## config.mk

```make
export PLATFORM = sky130hd
export DESIGN_NAME = gate_vec_gen
export DESIGN_NICKNAME = d
export VERILOG_FILES = /design/src/rtl/gate_vec_gen_pkg.sv /design/src/rtl/gate_vec_gen_lfsr16.sv /design/src/rtl/gate_vec_gen.sv
export SDC_FILE = /design/constraint.sdc
export NUM_CORES = 1
export LEC_CHECK = 0
export BUFFER_PORTS_ARGS = -buffer_cell sky130_fd_sc_hd__buf_4
export CAP_MARGIN = 5
export CORE_MARGIN = 2
export CORE_UTILIZATION = 59
export CTS_CLUSTER_SIZE = 8
export DETAILED_ROUTE_END_ITERATION = 7
export GPL_TIMING_DRIVEN = 0
export PLACE_DENSITY = 0.85
export SYNTH_ARGS = -nofsm -noshare
export SYNTH_HDL_FRONTEND = slang
export SYNTH_SLANG_ARGS = --single-unit
```

## constraint.sdc

```tcl
create_clock -name clk -period 6 [get_ports clk]
set_input_delay 0.3 -clock clk [delete_from_list [all_inputs] [get_ports clk]]
set_output_delay 0.3 -clock clk [all_outputs]
set_load 0.005 [all_outputs]
```

## src/rtl/gate_vec_gen_pkg.sv

```systemverilog
// Shared types and constants for the gate stimulus generator.
// The LFSR step lives here so the generator and its sub-module agree on it.
package gate_tb_pkg;

  typedef enum logic [1:0] {
    IDLE = 2'd0,
    RUN  = 2'd1,
    FIN  = 2'd2
  } gvg_state_t;

  localparam logic [15:0] LFSR_TAPS = 16'hB400;
  localparam logic        MODE_EXH  = 1'b0;
  localparam logic        MODE_RND  = 1'b1;

  // Galois LFSR, right shift: feedback applied when the bit shifted out is 1
  function automatic logic [15:0] lfsr_step(input logic [15:0] v);
    return (v >> 1) ^ (v[0] ? LFSR_TAPS : 16'h0000);
  endfunction

endpackage

```

## src/rtl/gate_vec_gen_lfsr16.sv

```systemverilog
// 16-bit Galois LFSR with synchronous load (priority) and advance enable.
module lfsr16
  import gate_tb_pkg::*;
#(
  parameter logic [15:0] SEED = 16'hACE1
) (
  input  logic        clk,
  input  logic        rst,
  input  logic        load,
  input  logic [15:0] seed,
  input  logic        adv,
  output logic [15:0] q
);

  always_ff @(posedge clk or posedge rst) begin
    if (rst) begin
      q <= SEED;
    end else if (load) begin
      q <= seed;
    end else if (adv) begin
      q <= lfsr_step(q);
    end
  end

endmodule

```

## src/rtl/gate_vec_gen.sv

```systemverilog
// Counted WIDTH-bit vector source over valid/ready, exhaustive or LFSR mode.
// Every output decodes flops only, so vec_ready never reaches vec_valid combinationally.
module gate_vec_gen
  import gate_tb_pkg::*;
#(
  parameter int          WIDTH   = 2,
  parameter int          COUNT_W = 8,
  parameter logic [15:0] SEED    = 16'hACE1
) (
  input  logic               clk,
  input  logic               rst,
  input  logic               start,
  input  logic               mode,
  input  logic [COUNT_W-1:0] num_vec,
  input  logic               vec_ready,
  output logic               vec_valid,
  output logic [WIDTH-1:0]   vec_data,
  output logic [COUNT_W-1:0] vec_idx,
  output logic               busy,
  output logic               done,
  output gvg_state_t         dbg_state
);

  // Handshake: a transfer happens at a rising edge where vec_valid and vec_ready
  // are both high; while vec_valid & !vec_ready, vec_data/vec_idx are held.

  gvg_state_t         state, state_nxt;
  logic [COUNT_W-1:0] count_q;
  logic [COUNT_W-1:0] num_q;
  logic               mode_q;
  logic [15:0]        lfsr_q;
  logic [15:0]        cnt_ext;
  logic               launch;
  logic               xfer;
  logic               last_xfer;
  logic               unused_bits;

  assign launch    = (state == IDLE) && start;
  assign xfer      = (state == RUN) && vec_ready;
  assign last_xfer = xfer && ((count_q + 1'b1) == num_q);

  always_comb begin
    state_nxt = state;
    case (state)
      IDLE:    if (start) state_nxt = (num_vec != '0) ? RUN : FIN;
      RUN:     if (last_xfer) state_nxt = FIN;
      FIN:     state_nxt = IDLE;
      default: state_nxt = IDLE;
    endcase
  end

  always_ff @(posedge clk or posedge rst) begin
    if (rst) begin
      state <= IDLE;
    end else begin
      state <= state_nxt;
    end
  end

  // Run settings are captured only on launch, so mid-run input changes are ignored
  always_ff @(posedge clk or posedge rst) begin
    if (rst) begin
      count_q <= '0;
      num_q   <= '0;
      mode_q  <= MODE_EXH;
    end else if (launch) begin
      count_q <= '0;
      num_q   <= num_vec;
      mode_q  <= mode;
    end else if (xfer) begin
      count_q <= count_q + 1'b1;
    end
  end

  lfsr16 #(.SEED(SEED)) u_lfsr (
    .clk  (clk),
    .rst  (rst),
    .load (launch),
    .seed (SEED),
    .adv  (xfer),
    .q    (lfsr_q)
  );

  assign cnt_ext     = 16'(count_q);
  assign unused_bits = ^{lfsr_q, cnt_ext};

  assign vec_valid = (state == RUN);
  assign busy      = (state != IDLE);
  assign done      = (state == FIN);
  assign vec_idx   = count_q;
  assign vec_data  = (mode_q == MODE_RND) ? lfsr_q[WIDTH-1:0] : cnt_ext[WIDTH-1:0];
  assign dbg_state = state;

endmodule

```

==> results.md, run 1 <==
- Area contributors post-synth: dfrtp_1, dfstp_2, nand2_1, a22o_1, xnor2_1
- CTS buffer count: 5
- Sum of negative setup slack: 0 ns
- Initial Util: approximately three fifths
- Initial DRC Count: 88
- Switching share of power: between 30% and 40%
- Placed cell area: around 0.0019 mm^2
- CTS tree: yes
- GRT met2 Usage: 40.9%
- Sequential power share: around 44%
- Leakage: 0.937 nW
- Cell internal pwr: around 640 uW
- Clk buf depth: 2
- Detail Route Antenna Nets: 0
- DRC Markers: 0
- Final WL: between 3000 and 4000 um
- Clock power share: approximately 17%
- Fin. Hold Viols: 0
- Nets: 222
- # setup viols final: 0
- Total track usage: a little over a quarter
- #FFs+latches synth: 35
- Largest fanout on the critical path: 9
- Number of fill cells: approximately 200
- Htree depth: 2
- PwrDens: between 400 and 500 mW/mm^2
- Slew Viols, Final: 0
- Top cell type by total area after synthesis: dfrtp_1
- Top_reg_cell synth: dfrtp_1
- Status: finished, final reports clean
- CP arrival: about 2.4 ns
- Largest net degree at the start of global routing: 36
- Clk pin slew, worst setup/hold paths: 0.11 ns
- Clock Tree Root: clkbuf_4
- Synthesized instance count: 172
- Die Wd: between 50 and 60 um
- Maxcap violations: 0
- Routed len/inst: around 16 um
- Syn_nets: roughly 190
- Startpoint Class: flip-flop
- Top-count cell post-synth: nand2_1
- First-pass GRT wire length: about 6600 um
- Clk_skew: about 0.017 ns
- Post-synth EDFFs: 0
- Avg Cell Area, Syn: approximately 9.8 um^2
- RSZ-0062 raised after global routing: no
- Port-buffer cells: 27
- Asr flop ratio synth: 100%
- Core area: 0.00273 mm^2
- Initial DRT Pass Iterations: 4
- Max Clk Rate: between 400 and 500 MHz
- Initial antenna violation count: 0
- Placed Cells: 230
- Register area share after synthesis: between 50% and 60%
- WP data required: 6.25 ns
- Post-CTS Resized: 0
- Die H: between 50 and 60 um
- Fin area: around 0.0020 mm^2
- Vias in the first global route: between 1k and 1.5k
- Cell Area, Synth: 0.00169 mm^2
- NetSw: roughly 360 uW
- Yosys top cell area share: 40.0%
- Grt peak-use layer: met2
- Worst-Margin Slew: slightly above 0.6 ns
- Worst VDD drop: about 0.00037 V
- CTS sink cnt: 35
- Final period utilization: between 30% and 40%
- Logic pwr share: between 30% and 40%
- Die footprint: about 0.0033 mm^2
- Slew margin rel.: around 59%
- Hold WC Path Type: input pin to flip-flop
- Synth Warn #: 0
- I/O Pins: 28
- Met1 global-route usage: 35.0%
- Synth cell types: 39
- Total grt overflow: 0
- Via density: 5.94
- Non-Filler Instances: 240
- Critical path capture point type: flip-flop
- Post-synth top cells: nand2_1, dfrtp_1, o21ai_0, nor2_1
- Utilization after layout: roughly 75%
- M3 GR Usage: about 7.5%
- Site row count: 19
- Vias: between 1k and 1.5k
- Minimum clock period: roughly 2.1 ns
- RD Place Congestion: between 0.8 and 0.9
- Final HPWL DP: around 2600 um
- Fraction of layout cells with a size suffix above 1: 24.4%
- Setup CP Type: flip-flop to flip-flop
- Clk Latency, worst-skew pair: roughly 0.34 ns
- Ant diodes: 0
- Area grow syn2layout: 21.0%
## cell type report
cell class              instances  area (um^2)  area share, %
plain buffers                   9         38.8           1.90
clock buffers                   7         45.0           2.20
clock inverters                 1         30.0           1.47
inverters                       3         11.3          0.551
multi-input cells             125          753           36.9
flip-flops and latches         35          886           43.4
well taps                      31         38.8           1.90
repair buffers                 29          240           11.8
## repair_timing
action | CTS | global route
hold endpoints to repair | 0 | 10
buffers inserted | 0 | 0
hold buffers | 0 | 1
endpoints found under the setup margin | 0 | 0
## logic make-up (layout without fill, tap and decap cells)
logic type | count (synthesis) | after routing | share of synthesized area [%]
buffers and inverters | 12 | 49 | 2.96
and+or+nand+nor | 70 | 70 | 19.6
DFF | 35 | 35 | 52.4
muxes | 2 | 2 | 1.33
xor gates and xnor gates | 11 | 11 | 5.70
adders and majority gates | 1 | 1 | 0.741
AOI/OAI and AO/OA | 41 | 41 | 17.3
## flip-flops by register name, summed over array words and instances (netlist names)
signal / count
u_lfsr.q: 16
num_q: 8
vec_idx: 8
dbg_state: 2
mode_q: 1
## path summary, 6_finish.rpt
check | start | to | slack, ns | cells past startpoint
worst min register to register | num_q[0] | num_q[0] | 0.50 | 2
min in group asynchronous | rst | vec_idx[6] | 0.50 | 3
worst max register to register | vec_idx[0] | dbg_state[0] | 3.90 | 6
worst max-delay path | vec_idx[0] | dbg_state[0] | 3.90 | 6
worst min-delay path | mode | mode_q | 0.15 | 3
max in group asynchronous | rst | u_lfsr.q[10] | 4.97 | 4
## stage by stage
| stage | power (mW) | hold slack (ns) | setup slack, ns |
|---|---|---|---|
| after global routing | 1.08 | 0.137 | 3.80 |
| after detailed placement | 0.838 | 0.484 | 3.89 |
| after floorplan | 0.700 | 0.405 | 4.07 |
| after global placement | 0.810 | 0.473 | 3.97 |
| after CTS | 1.01 | 0.141 | 3.89 |
| final | 1.01 | 0.148 | 3.90 |
## worst max-delay path: stages, from the launching register on
cell and delay, ns:
dfrtp_1 0.54, ha_1 0.32, and3_1 0.23, nand3_2 0.12, xnor2_1 0.15, or4_4 0.48
a21o_1 0.19
## routing by layer
metal,share of wire [%],vias to the layer above
met5,0,-
li1,-,676
met1,42,674
met2,49,67
met4,1.6,0
met3,8.0,8
## power by group through the flow
stage | combinational, mW | sequential, mW | clock, mW
after floorplan | 0.281 | 0.418 | 0
after global placement | 0.377 | 0.434 | 0
after detailed placement | 0.395 | 0.443 | 0
after CTS | 0.399 | 0.438 | 0.170
after global routing | 0.447 | 0.452 | 0.180
final | 0.401 | 0.440 | 0.167
## layout by cell type (no fill, tap or decap), types with 2 or more instances in the layout
master,instances
nor4_1,2
nand2b_1,2
buf_2,4
buf_4,27
mux2_2,2
o21ai_0,10
a21o_1,2
nand4_1,3
clkbuf_1,7
clkbuf_4,5
nor2b_1,2
nand2_1,39
and2_1,2
a22o_1,8
o31ai_1,3
a21oi_1,3
dfrtp_1,27
o21ai_1,2
o22a_1,6
inv_1,2
xor2_1,4
xnor2_1,7
nor2_1,9
nand3_1,3
dfstp_2,8
Note: power is estimated with default switching activity, not from simulation.
==> run 2, diff against run 1 <==
Settings changed: CORE_UTILIZATION 59 to 55, PLACE_DENSITY 0.85 to 0.8.
Clock period 6 ns to 2.1 ns, I/O delays scaled along.
==> results.md, run 2 (synthesis results as in run 1) <==
- Htree depth: 2 (unchanged)
- Initial DRT Pass Iterations: 4 (unchanged)
- Vias: 1438 (+0.91%)
- Port-buffer cells: 27 (unchanged)
- Final period utilization: 95.8% (+61 points)
- Max Clk Rate: 497 MHz (+4.5%)
- Total grt overflow: 0 (unchanged)
- Worst-Margin Slew: 0.693 ns (+0.0884 ns)
- Die Wd: 59.4 um (+3.3%)
- Final WL: 3700 um (-2.1%)
- Slew Viols, Final: 0 (unchanged)
- Reg-to-Reg Start: vec_idx[1]
- Reg2Reg Depth: 6 (unchanged)
- Worst VDD drop: 0.000684 V (+83%)
- Fin. Hold Viols: 0 (unchanged)
- Clk_skew: 0.0111 ns (-0.00576 ns)
- Fraction of layout cells with a size suffix above 1: 26.2% (+1.8 points)
- Top reg by flops: u_lfsr.q
- Max FFs per register: 16 (unchanged)
- Crit path largest cell delay: 0.54 ns (about the same)
- Most common cell after layout, fill and taps aside: nand2_1
- Core area: 0.00298 mm^2 (+8.9%)
- RSZ-0062 raised after global routing: no
- Setup CP Type: flip-flop to flip-flop
- Area grow syn2layout: 27.2%
- Hold Crit Depth: 3 (unchanged)
- Clock Tree Root: clkbuf_4
- PwrDens: 1310 mW/mm^2 (+170%)
- Detail Route Antenna Nets: 0 (unchanged)
- Maxcap violations: 0 (unchanged)
- Hold WC Path Type: input pin to flip-flop
- Placed Cells: 232 (+0.87%)
- Nets: 234 (+5.4%)
- Hold path endpoint: dbg_state[1]
- Worst Setup SP: vec_idx[1]
- Ant diodes: 0 (unchanged)
- Critical path's slowest cell: or4_4
- Clk pin slew, worst setup/hold paths: 0.10 ns (about the same)
- CTS tree: yes
- Leakage: 0.981 nW (+4.7%)
- Critical Path, Cell by Cell: ha_2 > and2_1 > o21ai_0 > a21oi_1 > or4_4 > a21o_1
- Site row count: 20 (+1)
- Die H: 59.4 um (+3.3%)
- WP data required: 2.33 ns (-3.92 ns)
- First-pass GRT wire length: 6220 um (-5.6%)
- Reg2reg end: dbg_state[0]
- Startpoint Class: flip-flop
- Routed len/inst: 14.6 um (-7.5%)
- Non-Filler Instances: 254 (+5.8%)
- CTS buffer count: 5 (unchanged)
- Die footprint: 0.00353 mm^2 (+6.8%)
- DRC Markers: 0 (unchanged)
- Clk Latency, worst-skew pair: 0.34 ns (about the same)
- Worst hold start: start
- Largest net degree at the start of global routing: 36 (unchanged)
- # setup viols final: 0 (unchanged)
- Clk buf depth: 2 (unchanged)
- Most frequent cells in the layout: nand2_1, buf_4, dfrtp_1, o21ai_0, dlygate4sd3_1
- Initial Util: 56.7% (-5.1 points)
- Sum of negative setup slack: 0 ns (unchanged)
- Via density: 5.66 (-4.6%)
- RD Place Congestion: 0.828 (+1.6%)
- I/O Pins: 28 (unchanged)
- Largest fanout on the critical path: 7 (-2)
- Final HPWL DP: 2560 um (-1.9%)
- Vias in the first global route: 1426 (-1.9%)
- Critical path capture point type: flip-flop
- Minimum clock period: 2.01 ns (-0.0914 ns)
- CTS sink cnt: 35 (unchanged)
- CP arrival: 2.24 ns (-0.11 ns)
- Total track usage: 23.8% (-2.6 points)
- Initial antenna violation count: 0 (unchanged)
- Slew margin rel.: 53.5% (-5.9 points)
- Number of fill cells: 223 (+10%)
- R2R Setup Slk: 0.09 ns (-3.81 ns)
- Initial DRC Count: 48 (-45%)
- Status: finished, final reports clean
-- run 2: changes by cell type in the layout (fill, tap and decap cells not counted) --
cell / delta
dlygate4sd3_1: +9
buf_4: +3
dfrtp_1: -2
dfrtp_2: +2
bufinv_16: -1
clkbuf_1: -1
clkbuf_8: +1
clkinv_2: +1
ha_1: -1
ha_2: +1
-- run 2: worst max-delay path by stage --
| stage | end | slack [ns] |
|---|---|---|
| after floorplan | dbg_state[0] | 0.17 |
| after global placement | dbg_state[0] | 0.06 |
| after detailed placement | dbg_state[0] | 0.001 |
| after CTS | dbg_state[0] | 0.06 |
| after global routing | dbg_state[0] | 0.03 |
| final | dbg_state[0] | 0.09 |
-- run 2: metal layers --
| layer | global-route usage [%] | vias up | part of all wire [%] |
|---|---|---|---|
| met3 | 4.80 | 7 | 3.9 |
| met2 | 38.8 | 34 | 49 |
| met1 | 29.9 | 698 | 46 |
| met4 | 12.0 | 0 | 1.4 |
| li1 | - | 699 | - |
| met5 | 0 | - | 0 |
-- run 2: what timing repair did --
| action | 4_1_cts | 5_1_grt |
|---|---|---|
| setup endpoints to repair | 1 | 1 |
| cloned | 0 | 0 |
| hold endpoints to repair | 9 | 15 |
| resized for setup | 2 | 1 |
| setup buffers | 0 | 3 |
| hold buffers | 9 | 1 |
-- run 2: area by class of cell --
cell class / instances / area [um^2] / share of cell area (%)
Tap cell: 33 / 41.3 / 1.92
Multi-Input combinational cell: 125 / 756 / 35.2
Clock inverter: 1 / 5.00 / 0.233
Timing Repair Buffer: 41 / 353 / 16.4
Buffer: 9 / 38.8 / 1.81
Clock buffer: 7 / 55.1 / 2.56
Sequential cell: 35 / 888 / 41.4
Inverter: 3 / 11.3 / 0.524
-- run 2: report_power, final --
part | switching [mW] | internal (mW)
Clock | 0.210 | 0.162
Combinational | 0.576 | 0.633
Sequential | 0.233 | 1.01
-- run 2: per-stage QoR --
stage	util [%]	hold slack (ns)	worst slack, ns	area, um^2	power, mW
after floorplan	-	0.210	0.174	1690	2.00
after global placement	64.9	0.302	0.0618	1930	2.30
after detailed placement	64.9	0.307	0.000989	1930	2.38
after CTS	70.1	0.130	0.0576	2090	2.77
after global routing	72.1	0.133	0.0267	2150	3.04
final	72.1	0.136	0.0875	2150	2.82
-- run 2: worst max-delay path: cells and delay by family (launching register included) --
family	cells	cell delay, ns
AO/OA/AOI/OAI	3	0.48
adder cells (fa/ha/maj)	1	0.23
flip-flops	1	0.47
AND/OR/NAND/NOR	2	0.72
==> run 3, diff against run 2 <==
Clock period 2.1 ns to 2.15 ns, I/O delays scaled along.
==> results.md, run 3 (synthesis results as in run 1) <==
- Final WL: 3630 um (-1.9%)
- Port-buffer cells: 27 (unchanged)
- Final Hold Slack: 0.135 ns (-0.000849 ns)
- Switching share of power: 36.1% (about the same)
- Ant diodes: 0 (unchanged)
- Logic pwr share: 41.4% (-1.4 points)
- Final period utilization: 95.1% (-0.78 points)
- Die footprint: 0.00353 mm^2 (unchanged)
- Initial DRT Pass Iterations: 4 (unchanged)
- Worst VDD drop: 0.000686 V (+0.28%)
- CP arrival: 2.28 ns (+0.04 ns)
- RD Place Congestion: 0.828 (unchanged)
- I/O Pins: 28 (unchanged)
- Slew Viols, Final: 0 (unchanged)
- Minimum clock period: 2.04 ns (+0.0311 ns)
- Clk pin slew, worst setup/hold paths: 0.10 ns (about the same)
- Sequential power share: 45.1% (+1.1 points)
- DRC Markers: 0 (unchanged)
- Fin. Hold Viols: 0 (unchanged)
- Initial Util: 56.7% (unchanged)
- Clk buf depth: 2 (unchanged)
- Die Wd: 59.4 um (unchanged)
- Critical path capture point type: flip-flop
- NetSw: 978 uW (-4.0%)
- Worst-Margin Slew: 0.693 ns (+0.000307 ns)
- Top reg by flops: u_lfsr.q
- Initial DRC Count: 55 (+15%)
- Total grt overflow: 0 (unchanged)
- Via density: 5.76 (+1.7%)
- Nets: 231 (-1.3%)
- Startpoint Class: flip-flop
- Clk Latency, worst-skew pair: 0.34 ns (about the same)
- Total track usage: 23.8% (about the same)
- Sum of negative setup slack: 0 ns (unchanged)
- Vias in the first global route: 1426 (unchanged)
- Clock power share: 13.5% (+0.3 points)
- Clk_skew: 0.0110 ns (-0.0000642 ns)
- Detail Route Antenna Nets: 0 (unchanged)
- Largest net degree at the start of global routing: 36 (unchanged)
- Most common cell after layout, fill and taps aside: nand2_1
- Largest fanout on the critical path: 9 (+2)
- Die H: 59.4 um (unchanged)
- Final HPWL DP: 2560 um (unchanged)
- RSZ-0062 raised after global routing: no
- Initial antenna violation count: 0 (unchanged)
- Core area: 0.00298 mm^2 (unchanged)
- Site row count: 20 (unchanged)
- Most frequent cells in the layout: nand2_1, buf_4, dfrtp_1, o21ai_0, dlygate4sd3_1
- # setup viols final: 0 (unchanged)
- Routed len/inst: 14.5 um (-0.69%)
- Status: finished, final reports clean
- Max Clk Rate: 489 MHz (-1.5%)
- PwrDens: 1270 mW/mm^2 (-3.1%)
- Cell internal pwr: 1.73 mW (-4.2%)
- Leakage: 0.966 nW (-1.5%)
- Htree depth: 2 (unchanged)
- CTS tree: yes
- Slew margin rel.: 53.5% (about the same)
- Area grow syn2layout: 25.9%
- Max FFs per register: 16 (unchanged)
- First-pass GRT wire length: 6220 um (unchanged)
- Maxcap violations: 0 (unchanged)
- CTS buffer count: 5 (unchanged)
- Clock Tree Root: clkbuf_4
- Fraction of layout cells with a size suffix above 1: 25.2% (-1.0 points)
- CTS sink cnt: 35 (unchanged)
- Hold WC Path Type: input pin to flip-flop
- Vias: 1445 (+0.49%)
- WP data required: 2.38 ns (+0.05 ns)
- Setup CP Type: flip-flop to flip-flop
==> run 3: cell type report <==
type | count | area [um^2]
multi-input combinational | 125 | 756
clock inverter | 1 | 5.00
clock buffer | 7 | 55.1
tap | 33 | 41.3
timing repair buffer | 38 | 330
sequential | 35 | 888
fill | 224 | 852
buffer | 9 | 38.8
inverter | 3 | 11.3
==> run 3: per-stage QoR <==
stage,cell area [um^2],total power [mW],setup slack (ns),util [%],cells
3_3_place_gp,1930,2.25,0.112,64.9,232
5_1_grt,2130,2.92,0.0367,71.4,251
4_1_cts,2080,2.70,0.00275,70.0,249
6_report,2130,2.71,0.106,71.4,251
2_1_floorplan,1690,1.95,0.224,-,172
3_5_place_dp,1930,2.32,0.0510,64.9,232
==> run 3: final timing paths <==
path / startpoint / endpoint / slack, ns / cells past startpoint
worst max-delay path: vec_idx[0] / dbg_state[0] / 0.11 / 6
worst min-delay path: start / dbg_state[1] / 0.14 / 3
worst max register to register: vec_idx[0] / dbg_state[0] / 0.11 / 6
worst min register to register: u_lfsr.q[12] / u_lfsr.q[12] / 0.51 / 2
max in group asynchronous: rst / u_lfsr.q[0] / 1.27 / 4
min in group asynchronous: rst / num_q[1] / 0.34 / 3
==> run 3: metal layers <==
layer | vias to the layer above | GRT usage (%) | wire, um
li1 | 695 | - | -
met1 | 706 | 30.0 | 1650
met2 | 35 | 38.8 | 1790
met3 | 9 | 4.80 | 141
met4 | 0 | 12.0 | 56
met5 | - | 0 | 0
==> run 3: timing repair <==
item | in CTS | in global routing
buffers inserted | 0 | 0
hold buffers | 9 | 1
setup endpoints to repair | 0 | 2
endpoints found under the hold margin | 9 | 15
resized for setup | 0 | 3
==> run 3: worst max-delay path, stage by stage (launching register included) <==
cell     delay, ns
dfrtp_2       0.48
ha_2          0.25
and2_1        0.18
o21ai_0       0.20
a21oi_1       0.09
or4_4         0.54
a21o_1        0.18
==> run 3: power by group through the flow <==
stage / Clock, mW / Sequential, mW / Combinational [mW]
final: 0.366 / 1.22 / 1.12
after global routing: 0.401 / 1.25 / 1.26
after CTS: 0.374 / 1.22 / 1.11
after detailed placement: 0 / 1.23 / 1.09
after global placement: 0 / 1.21 / 1.04
after floorplan: 0 / 1.17 / 0.785
